`config.mk`:
```
export PLATFORM = sky130hd
export DESIGN_NAME = ntt_r16_stage_scheduler_flat
export DESIGN_NICKNAME = d
export VERILOG_FILES = /design/src/rtl/ntt_r16_stage_scheduler_pkg.sv /design/src/rtl/ntt_r16_stage_scheduler_if.sv /design/src/rtl/ntt_r16_stage_scheduler_idx_map.sv /design/src/rtl/ntt_r16_stage_scheduler.sv /design/src/flat_wrapper.sv
export SDC_FILE = /design/constraint.sdc
export NUM_CORES = 1
export LEC_CHECK = 0
export ABC_AREA = 1
export CAP_MARGIN = 20
export CORE_ASPECT_RATIO = 0.6
export CORE_UTILIZATION = 48
export DETAILED_ROUTE_END_ITERATION = 8
export PLACE_DENSITY = 0.88
export SYNTH_ARGS = -nofsm -noshare
export SYNTH_HDL_FRONTEND = slang
export SYNTH_SLANG_ARGS = --single-unit
```
`constraint.sdc`:
```
create_clock -name clk -period 5.2 [get_ports clk]
set_clock_uncertainty 0.1 [all_clocks]
set_input_delay 1.3 -clock clk [delete_from_list [all_inputs] [get_ports clk]]
set_output_delay 1.3 -clock clk [all_outputs]
set_load 0.005 [all_outputs]
```
`src/rtl/ntt_r16_stage_scheduler_pkg.sv`:
```
// ntt_sched_pkg: shared constants, state encodings and helpers for the radix-16 NTT scheduler.
// Latency: n/a (declarations only).
// Backpressure: n/a.
package ntt_sched_pkg;

  localparam int RADIX = 16;
  localparam int LOG_R = 4;

  // FSM encodings kept as plain constants so legacy tools can read the state register
  localparam logic [1:0] ST_IDLE  = 2'd0;
  localparam logic [1:0] ST_ISSUE = 2'd1;
  localparam logic [1:0] ST_DRAIN = 2'd2;
  localparam logic [1:0] ST_DONE  = 2'd3;

  // Per-bank address width, widened to 1 so STAGES=1 still yields legal vectors
  function automatic int ma_wp(input int stages);
    return (stages > 1) ? LOG_R * (stages - 1) : 1;
  endfunction

  // Stage-number width, widened to 1 for the single-stage case
  function automatic int stage_w(input int stages);
    return (stages > 1) ? $clog2(stages) : 1;
  endfunction

  // Sum of the 16 base-16 digits of v, mod 16 (the bank number of a point index)
  function automatic logic [3:0] digit_sum16(input logic [63:0] v);
    logic [3:0] acc;
    acc = 4'd0;
    for (int i = 0; i < 16; i++) begin
      acc = acc + v[LOG_R*i +: LOG_R];
    end
    return acc;
  endfunction

endpackage

```
`src/rtl/ntt_r16_stage_scheduler_if.sv`:
```
// Scheduler control/index bus: start/hold in, busy/done status and one butterfly group out.
// Latency: n/a (wiring only).
// Backpressure: hold from the consumer stalls group issue; no other flow control.
// Ports: start, hold (to scheduler); busy, ntt_enable, stage, bn_idx (16x4), ma_idx (16xMA), done (from scheduler).
interface ntt_r16_stage_scheduler_if #(
  parameter int STAGES = 3
);
  import ntt_sched_pkg::*;

  localparam int MA_WP = ma_wp(STAGES);
  localparam int SW    = stage_w(STAGES);

  logic                  start;
  logic                  hold;
  logic                  busy;
  logic                  ntt_enable;
  logic [SW-1:0]         stage;
  logic [16*LOG_R-1:0]   bn_idx;
  logic [16*MA_WP-1:0]   ma_idx;
  logic                  done;

  modport master (
    output start, hold,
    input  busy, ntt_enable, stage, bn_idx, ma_idx, done
  );

  modport slave (
    input  start, hold,
    output busy, ntt_enable, stage, bn_idx, ma_idx, done
  );

endinterface

```
`src/rtl/ntt_r16_stage_scheduler_idx_map.sv`:
```
// ntt_r16_idx_map: maps (stage s, group g) to 16 conflict-free (bank, address) lane pairs.
// Latency: combinational.
// Backpressure: none.
// Ports: s, g in; bn (lane j at [4*j +: 4]), ma (lane j at [MA_WP*j +: MA_WP]) out.
module ntt_r16_idx_map
  import ntt_sched_pkg::*;
#(
  parameter int STAGES = 3
) (
  input  logic [stage_w(STAGES)-1:0]   s,
  input  logic [ma_wp(STAGES)-1:0]     g,
  output logic [16*LOG_R-1:0]          bn,
  output logic [16*ma_wp(STAGES)-1:0]  ma
);

  localparam int MA_WP = ma_wp(STAGES);
  // One digit wider than g; for STAGES=1 the address slice reads constant zero bits
  localparam int IWX   = LOG_R + MA_WP;

  int             sh;
  logic [IWX-1:0] gx;
  logic [IWX-1:0] low_mask;

  // Stage s inserts the lane digit at digit position STAGES-1-s (DIF ordering)
  assign sh       = LOG_R * (STAGES - 1 - int'(s));
  assign gx       = IWX'(g);
  assign low_mask = (IWX'(1) << sh) - IWX'(1);

  for (genvar j = 0; j < RADIX; j++) begin : g_lane
    logic [IWX-1:0] idx;
    // digits of g above the insert point move up one digit; lower digits stay
    assign idx = ((gx & ~low_mask) << LOG_R) | (IWX'(j) << sh) | (gx & low_mask);
    assign bn[LOG_R*j +: LOG_R] = digit_sum16(64'(idx));
    assign ma[MA_WP*j +: MA_WP] = idx[LOG_R +: MA_WP];
  end

endmodule

```
`src/rtl/ntt_r16_stage_scheduler.sv`:
```
// ntt_r16_stage_scheduler: issues one 16-lane butterfly group per cycle for a radix-16 NTT, draining between stages.
// Latency: first group 2 cycles after start is presented; index outputs registered, 1 cycle after issue.
// Backpressure: hold=1 freezes issue (ntt_enable=0 next cycle); drain ignores hold.
// Ports: clk, rst (async, active-high); bus.slave carries start/hold in and busy/ntt_enable/stage/bn_idx/ma_idx/done out.
module ntt_r16_stage_scheduler
  import ntt_sched_pkg::*;
#(
  parameter int STAGES   = 3,
  parameter int PIPE_LAT = 12
) (
  input  logic                            clk,
  input  logic                            rst,
  ntt_r16_stage_scheduler_if.slave        bus
);

  localparam int G     = RADIX ** (STAGES - 1);
  localparam int MA_WP = ma_wp(STAGES);
  localparam int SW    = stage_w(STAGES);
  localparam int DW    = $clog2(PIPE_LAT + 1);

  logic [1:0]             state;
  logic [SW-1:0]          s;
  logic [MA_WP-1:0]       g;
  logic [DW-1:0]          d;
  logic [16*LOG_R-1:0]    bn_w;
  logic [16*MA_WP-1:0]    ma_w;
  logic                   issue;

  ntt_r16_idx_map #(.STAGES(STAGES)) u_idx_map (
    .s  (s),
    .g  (g),
    .bn (bn_w),
    .ma (ma_w)
  );

  assign issue = (state == ST_ISSUE) && !bus.hold;

  always_ff @(posedge clk or posedge rst) begin
    if (rst) begin
      state          <= ST_IDLE;
      s              <= '0;
      g              <= '0;
      d              <= '0;
      bus.busy       <= 1'b0;
      bus.done       <= 1'b0;
      bus.ntt_enable <= 1'b0;
      bus.stage      <= '0;
      bus.bn_idx     <= '0;
      bus.ma_idx     <= '0;
    end else begin
      bus.ntt_enable <= issue;
      bus.done       <= 1'b0;
      // index outputs keep the last group while nothing is issued
      if (issue) begin
        bus.stage  <= s;
        bus.bn_idx <= bn_w;
        bus.ma_idx <= ma_w;
      end

      case (state)
        ST_IDLE: begin
          if (bus.start) begin
            state    <= ST_ISSUE;
            s        <= '0;
            g        <= '0;
            bus.busy <= 1'b1;
          end
        end
        ST_ISSUE: begin
          if (!bus.hold) begin
            if (g == MA_WP'(G - 1)) begin
              g     <= '0;
              d     <= '0;
              state <= ST_DRAIN;
            end else begin
              g <= g + MA_WP'(1);
            end
          end
        end
        ST_DRAIN: begin
          // the next stage's first issue overlaps the last drain cycle, since its
          // outputs only appear one cycle later; the final stage instead ends in DONE
          if (d == DW'(PIPE_LAT - 1)) begin
            d <= '0;
            if (s == SW'(STAGES - 1)) begin
              state <= ST_DONE;
            end else begin
              s     <= s + SW'(1);
              state <= ST_ISSUE;
            end
          end else begin
            d <= d + DW'(1);
          end
        end
        default: begin
          // ST_DONE: the registered pulse lands one cycle after the last drain cycle
          bus.done <= 1'b1;
          bus.busy <= 1'b0;
          state    <= ST_IDLE;
        end
      endcase
    end
  end

endmodule
```
`src/flat_wrapper.sv`:
```
// flat-port wrapper written by rule: the top's interface ports become plain ports
module ntt_r16_stage_scheduler_flat import ntt_sched_pkg::*;
#(
  parameter int STAGES   = 3,
  parameter int PIPE_LAT = 12
)
  (clk, rst, bus_start, bus_hold, bus_busy, bus_ntt_enable, bus_stage, bus_bn_idx, bus_ma_idx, bus_done);
  ntt_r16_stage_scheduler_if #(.STAGES(STAGES)) bus_i ();
  input  logic clk;
  input  logic rst;
  input wire logic [$bits(bus_i.start)-1:0] bus_start;
  input wire logic [$bits(bus_i.hold)-1:0] bus_hold;
  output wire logic [$bits(bus_i.busy)-1:0] bus_busy;
  output wire logic [$bits(bus_i.ntt_enable)-1:0] bus_ntt_enable;
  output wire logic [$bits(bus_i.stage)-1:0] bus_stage;
  output wire logic [$bits(bus_i.bn_idx)-1:0] bus_bn_idx;
  output wire logic [$bits(bus_i.ma_idx)-1:0] bus_ma_idx;
  output wire logic [$bits(bus_i.done)-1:0] bus_done;
  assign bus_i.start = bus_start;
  assign bus_i.hold = bus_hold;
  assign bus_busy = bus_i.busy;
  assign bus_ntt_enable = bus_i.ntt_enable;
  assign bus_stage = bus_i.stage;
  assign bus_bn_idx = bus_i.bn_idx;
  assign bus_ma_idx = bus_i.ma_idx;
  assign bus_done = bus_i.done;
  ntt_r16_stage_scheduler #(.STAGES(STAGES), .PIPE_LAT(PIPE_LAT)) u_core (.clk(clk), .rst(rst), .bus(bus_i));
endmodule
```
Word level (Yosys, flattened, before mapping)
Index checks and enable logic that the tools add are counted.
- add/sub/neg operators: 37
- eq/ne operators: 10
- shift operators: 16
- mux-type cells: 21
- bitwise logic cells: 36
- reduce and logical (&&, ||, !) cells: 13
- operators by type and width (kind ; number):
    bitwise OR 12 bit ; 32
    left shift 4 x 32 -> 12 bit (first input constant) ; 8
    adder 4 bit ; 32
    left shift 3 x 32 -> 12 bit (first input constant) ; 4
    left shift 1 x 32 -> 12 bit (first input constant) ; 2
    left shift 2 x 32 -> 12 bit (first input constant) ; 2
    2-to-1 mux 8 bit ; 3
    2-to-1 mux 2 bit ; 8
    one-hot mux 8 bit (2 select lines) ; 1
    AND 8 x 12 -> 12 bit ; 1
    2-to-1 mux 4 bit ; 3
    subtractor 12 x 2 -> 12 bit (second input constant) ; 1
    adder 8 x 1 -> 8 bit (second input constant) ; 1
    AND 8 bit ; 1
    == test 8 bit (second input constant) ; 1
    != test 2 bit (second input constant) ; 4
    NOT 8 bit ; 1
    one-hot mux 4 bit (2 select lines) ; 1
    AND reduction 4 bit ; 2
    one-hot mux 2 bit (3 select lines) ; 1
    AND reduction 3 bit ; 2
    nonzero test 2 bit ; 3
    adder 4 x 1 -> 4 bit (second input constant) ; 1
    == test 2 bit (second input constant) ; 2
    other kinds (15) ; 16
- bits in registers: 213
- bits of input ports: 4
- output and inout bits: 197
- word-level logic and storage cells: 143

Longest topological paths before layout
- word-level depth: 9
- mapped depth: 14
- depth with buffers taken out: 13

Modules after synthesis
From an unflattened synthesis, not the netlist that was laid out.
- cells, all modules: 1264
- area, all modules: 10552.6 sq um
- by module, submodules not included (module ; times used ; cells an instance ; area an instance (sq um) ; sequential area each (sq um)):
    ntt_r16_stage_scheduler ; 1 ; 969 ; 8415.6 ; 5330.1
    ntt_r16_idx_map ; 1 ; 295 ; 2137.0 ; 0.0

Worst setup path after synthesis
No wires, ideal clock.
- kind: reg2reg
- start: register u_core.s[0]
- end: register u_core.bus.bn_idx[39]
- setup time: 0.117 ns
- data arrival time: 2.545 ns
- data required time: 4.983 ns
- setup slack: 2.438 ns
- stages on the path, launching flop included: 13
- path buffers: 1
- period minus slack after synthesis: 2.762 ns
- cells stage by stage: dfrtp_1 -> inv_1 -> ha_1 -> buf_6 -> o22ai_1 -> or2_2 -> fa_1 -> ha_1 -> fa_1 -> inv_1 -> nand3_2 -> nand3_1 -> nand2_1
- cells in the longest elaborated chain, start to end: 9
- elaborated cells between the ends (all ways): 11
- classes of those cells: add/sub: 4; shift: 2; bitwise: 5
- RTL lines (item ; line ; RTL):
    start: declaration ; ntt_r16_stage_scheduler.sv:22 ; logic [SW-1:0] s;
    start signal: assignment ; ntt_r16_stage_scheduler.sv:88 ; s <= s + SW'(1);
    subtractor 2 x 2 -> 3 bit * ; ntt_r16_stage_scheduler_idx_map.sv:25 ; assign sh = LOG_R * (STAGES - 1 - int'(s));
    left shift 1 x 32 -> 12 bit ; ntt_r16_stage_scheduler_idx_map.sv:27 ; assign low_mask = (IWX'(1) << sh) - IWX'(1);
    subtractor 12 x 2 -> 12 bit ; ntt_r16_stage_scheduler_idx_map.sv:27 ;
    NOT 8 bit ; ntt_r16_stage_scheduler_idx_map.sv:32 ; assign idx = ((gx & ~low_mask) << LOG_R) | (IWX'(j) << sh) | (gx & low_mask);
    AND 8 bit ; ntt_r16_stage_scheduler_idx_map.sv:32 ;
    bitwise OR 12 bit ; ntt_r16_stage_scheduler_idx_map.sv:32 ;
    bitwise OR 12 bit * ; ntt_r16_stage_scheduler_idx_map.sv:32 ;
    adder 4 bit ; ntt_r16_stage_scheduler_pkg.sv:30 ; acc = acc + v[LOG_R*i +: LOG_R];
    adder 4 bit * ; ntt_r16_stage_scheduler_pkg.sv:30 ;
    end signal: assignment ; ntt_r16_stage_scheduler.sv:56 ; bus.bn_idx <= bn_w;
    end: declaration ; ntt_r16_stage_scheduler_if.sv:29 ; output busy, ntt_enable, stage, bn_idx, ma_idx, done
Mark *: on every way between the ends. The rest lies on a longest branch, timed or not.
A chain may end at the register's enable or synchronous reset.

Worst setup path in the final report
- start: register u_core.s[0]
- end: register u_core.bus.bn_idx[31]
The elaborated chain is that of the path after synthesis.

==> results.py <==
metrics = {
    "clock_tree": {
        "clock_path_buffers": 2,
        "clk_root_buffer_cell": "clkbuf_16",
        "cts_tree": "built",
        "clk_pin_slew_ps": 50,
        "cts_resized": 0,
        "cts-htree-levels": 3,
        "postCtsHoldBufs": 0,
        "postCtsSetupBuffers": 0,
        "clk_latency_ps": 330,
        "cts_num_sinks": 67,
        "cts_buffers": 9,
    },
    "worst_setup_path": {
        "cp.required_ps": 5350,
        "cp_common_cell": "inv_1",
        "cp_max_fo": 8,
        "cp-end-kind": "flop",
        "cpLargestDelayFamily": "adder cells",
        "slowest_stage": "fa_1",
        "reg2reg_slack_ps": 1760,
        "worstPathCellList": "inv_1 > ha_1 > inv_2 > o22ai_1 > nor2_1 > fa_1 > inv_1 > ha_1 > a21oi_1 > inv_1 > xor2_1 > o21ai_1",
        "path_buf_inv": 4,
        "worst-setup-path-type": "flop to flop",
        "critical-path-max-stage-delay_ps": 520,
        "start_kind": "flop",
        "worst_ep_arrival_time_ps": 3590,
    },
    "logic_synthesis": {
        "yosys.area.top_type_share_pct": 34.2,
        "yosys_warnings": 0,
        "yosys.area.top_type": "dfrtp_1",
        "ys_top_cells_by_count": "buf_4, nand2_1, dfrtp_1, inv_1",
        "syn_area_per_cell_um2": 8.59,
        "yosysSeqAreaShare_pct": 34.2,
        "synthTopCellsByArea": "dfrtp_1, buf_4, nand2_1, ha_1, nand3_1",
        "syn_area_um2": 4900,
        "synthArstFlopShare_pct": 100,
        "synth_cells": 571,
        "synth.net_count": 604,
        "synth_ff_type": "dfrtp_1",
        "synth_edf_count": 0,
        "yosysMostFrequentCell": "buf_4",
        "synthDistinctLibCells": 38,
        "synth.ff_latch_count": 67,
    },
    "layout": {
        "finalNetCount": 659,
        "drive_gt1_share_pct": 10.2,
        "design_area_um2": 6250,
        "area_growth_pct": 27.5,
        "fill_cells": 806,
        "diodes": 0,
    },
    "die": {
        "core_area_um2": 9880,
        "dieArea_um2": 10600,
        "initial_core_util_pct": 49.6,
        "die_w_um": 132,
        "rows": 28,
        "fp.dieH_um": 80.3,
        "io_pins": 201,
    },
    "routing": {
        "routed_wl_mm": 11.2,
        "routedWlPerCell_um": 14.6,
        "drt_iter0_drc": 252,
        "postRouteAntennaNets": 0,
        "num_vias": 3745,
        "drc": 0,
        "dr.pass1.iters": 5,
        "routed_via_density": 4.90,
    },
    "run_status": {
        "outcome": "completed",
    },
    "sta": {
        "drv_slew": 0,
        "slew_headroom_pct": 56.5,
        "period_share_pct": 66.1,
        "period_needed_ps": 3440,
        "setup_viol": 0,
        "hold_viol": 0,
        "tns_ps": 0,
        "rsz0062_at_grt": "no",
        "worst_slew_pin_slew_ps": 652,
        "max_freq_mhz": 291,
    },
    "grt": {
        "grt_pass1_vias": 3409,
        "track_usage_pct": 21.6,
        "grt_pass1_wl_mm": 17.7,
        "antenna_found_initial": 0,
        "grt-ovfl-total": 0,
        "grt_max_degree": 73,
    },
    "power_and_ir_drop": {
        "vdd_drop_max_uv": 352,
        "powerDensity_nw_per_um2": 704,
        "cellLeakagePower_nw": 2.85,
        "finalPower_mw": 4.40,
    },
    "place": {
        "gp_congestion": 0.920,
        "placed_area_um2": 5920,
        "port_buffers": 200,
        "dp_hpwl_mm": 8.69,
    },
    "job": {
        "maxCapViolCount": 0,
    },
    "min_path": {
        "min_path_type": "flop to flop",
    },
}
-- cell usage in the layout (no fill, tap or decap), types with 7 or more instances in the layout --
cell type,n
a21oi_1,15
clkbuf_16,9
clkdlybuf4s50_1,200
dfrtp_1,67
ha_1,23
inv_1,31
inv_2,11
nand2_1,106
nand2_2,7
nand3_1,28
nand3_2,9
nor2_1,21
o21ai_1,28
xor2_1,11
-- registers in the layout (all words and copies together) (netlist names) --
| name | flops |
|---|---|
| u_core.bus.busy | 1 |
| u_core.s | 2 |
| u_core.d | 4 |
| u_core.bus.bn_idx | 30 |
| u_core.state | 2 |
| u_core.bus.ntt_enable | 1 |
| u_core.g | 8 |
| u_core.bus.stage | 2 |
| u_core.bus.done | 1 |
| u_core.bus.ma_idx | 16 |
-- metrics by stage --
stage / util (%) / setup slack, ps / hold slack (ps) / instances
after floorplan: - / 2120 / 373 / 571
final: 63.3 / 1760 / 387 / 765
after global routing: 63.3 / 1510 / 406 / 765
after global placement: 59.9 / 1850 / 373 / 749
after CTS: 63.1 / 1790 / 385 / 764
after detailed placement: 59.9 / 1710 / 370 / 749
-- report_power, final --
part	switching, mW	internal (mW)	total, mW
clock	0.212	0.421	0.633
combinational	1.32	1.50	2.82
sequential	0.231	0.722	0.952
-- worst reg2reg max path: stages (launching register included) --
cell     delay, ps
dfrtp_1        380
inv_1          180
ha_1           440
inv_2          140
o22ai_1        320
nor2_1         160
fa_1           520
inv_1           90
ha_1           370
a21oi_1        220
inv_1          110
xor2_1         170
o21ai_1        150
-- cell type report --
type	instances	area (um2)	area share, %
Inverter	43	163	2.60
Sequential cell	67	1680	26.8
Multi-Input combinational cell	303	1900	30.4
Clock inverter	1	30.0	0.480
Timing Repair Buffer	202	2030	32.5
Clock buffer	14	284	4.54
Tap cell	135	169	2.70
-- final timing paths --
check	startpoint	end	cells after the start
min	u_core.bus.bn_idx[55]	u_core.bus.bn_idx[55]	2
max reg2reg	u_core.s[0]	u_core.bus.bn_idx[31]	12
min in group asynchronous	rst	u_core.bus.ma_idx[122]	2
max in group asynchronous	rst	u_core.bus.ma_idx[90]	3
max	u_core.s[0]	u_core.bus.bn_idx[31]	12
min reg2reg	u_core.bus.bn_idx[55]	u_core.bus.bn_idx[55]	2
-- logic make-up (layout without fill, tap and decap cells) --
kind of cell / count (synthesis) / count (layout) / share of synthesized area [%]
AOI/OAI and AO/OA: 62 / 62 / 6.92
xor gates and xnor gates: 19 / 19 / 3.70
adders and majority gates: 29 / 29 / 8.32
buffers and inverters: 201 / 260 / 27.0
DFF: 67 / 67 / 34.2
and+or+nand+nor: 193 / 193 / 19.8
-- per-layer routing --
metal / vias to the layer above / wire length (um) / global-route usage (%)
met3: 20 / 863 / 5.81
met5: - / 0 / 0
li1: 1778 / - / -
met2: 162 / 5340 / 35.8
met1: 1785 / 4800 / 28.0
met4: 0 / 146 / 5.98
Note: power is estimated with default switching activity, not from simulation.
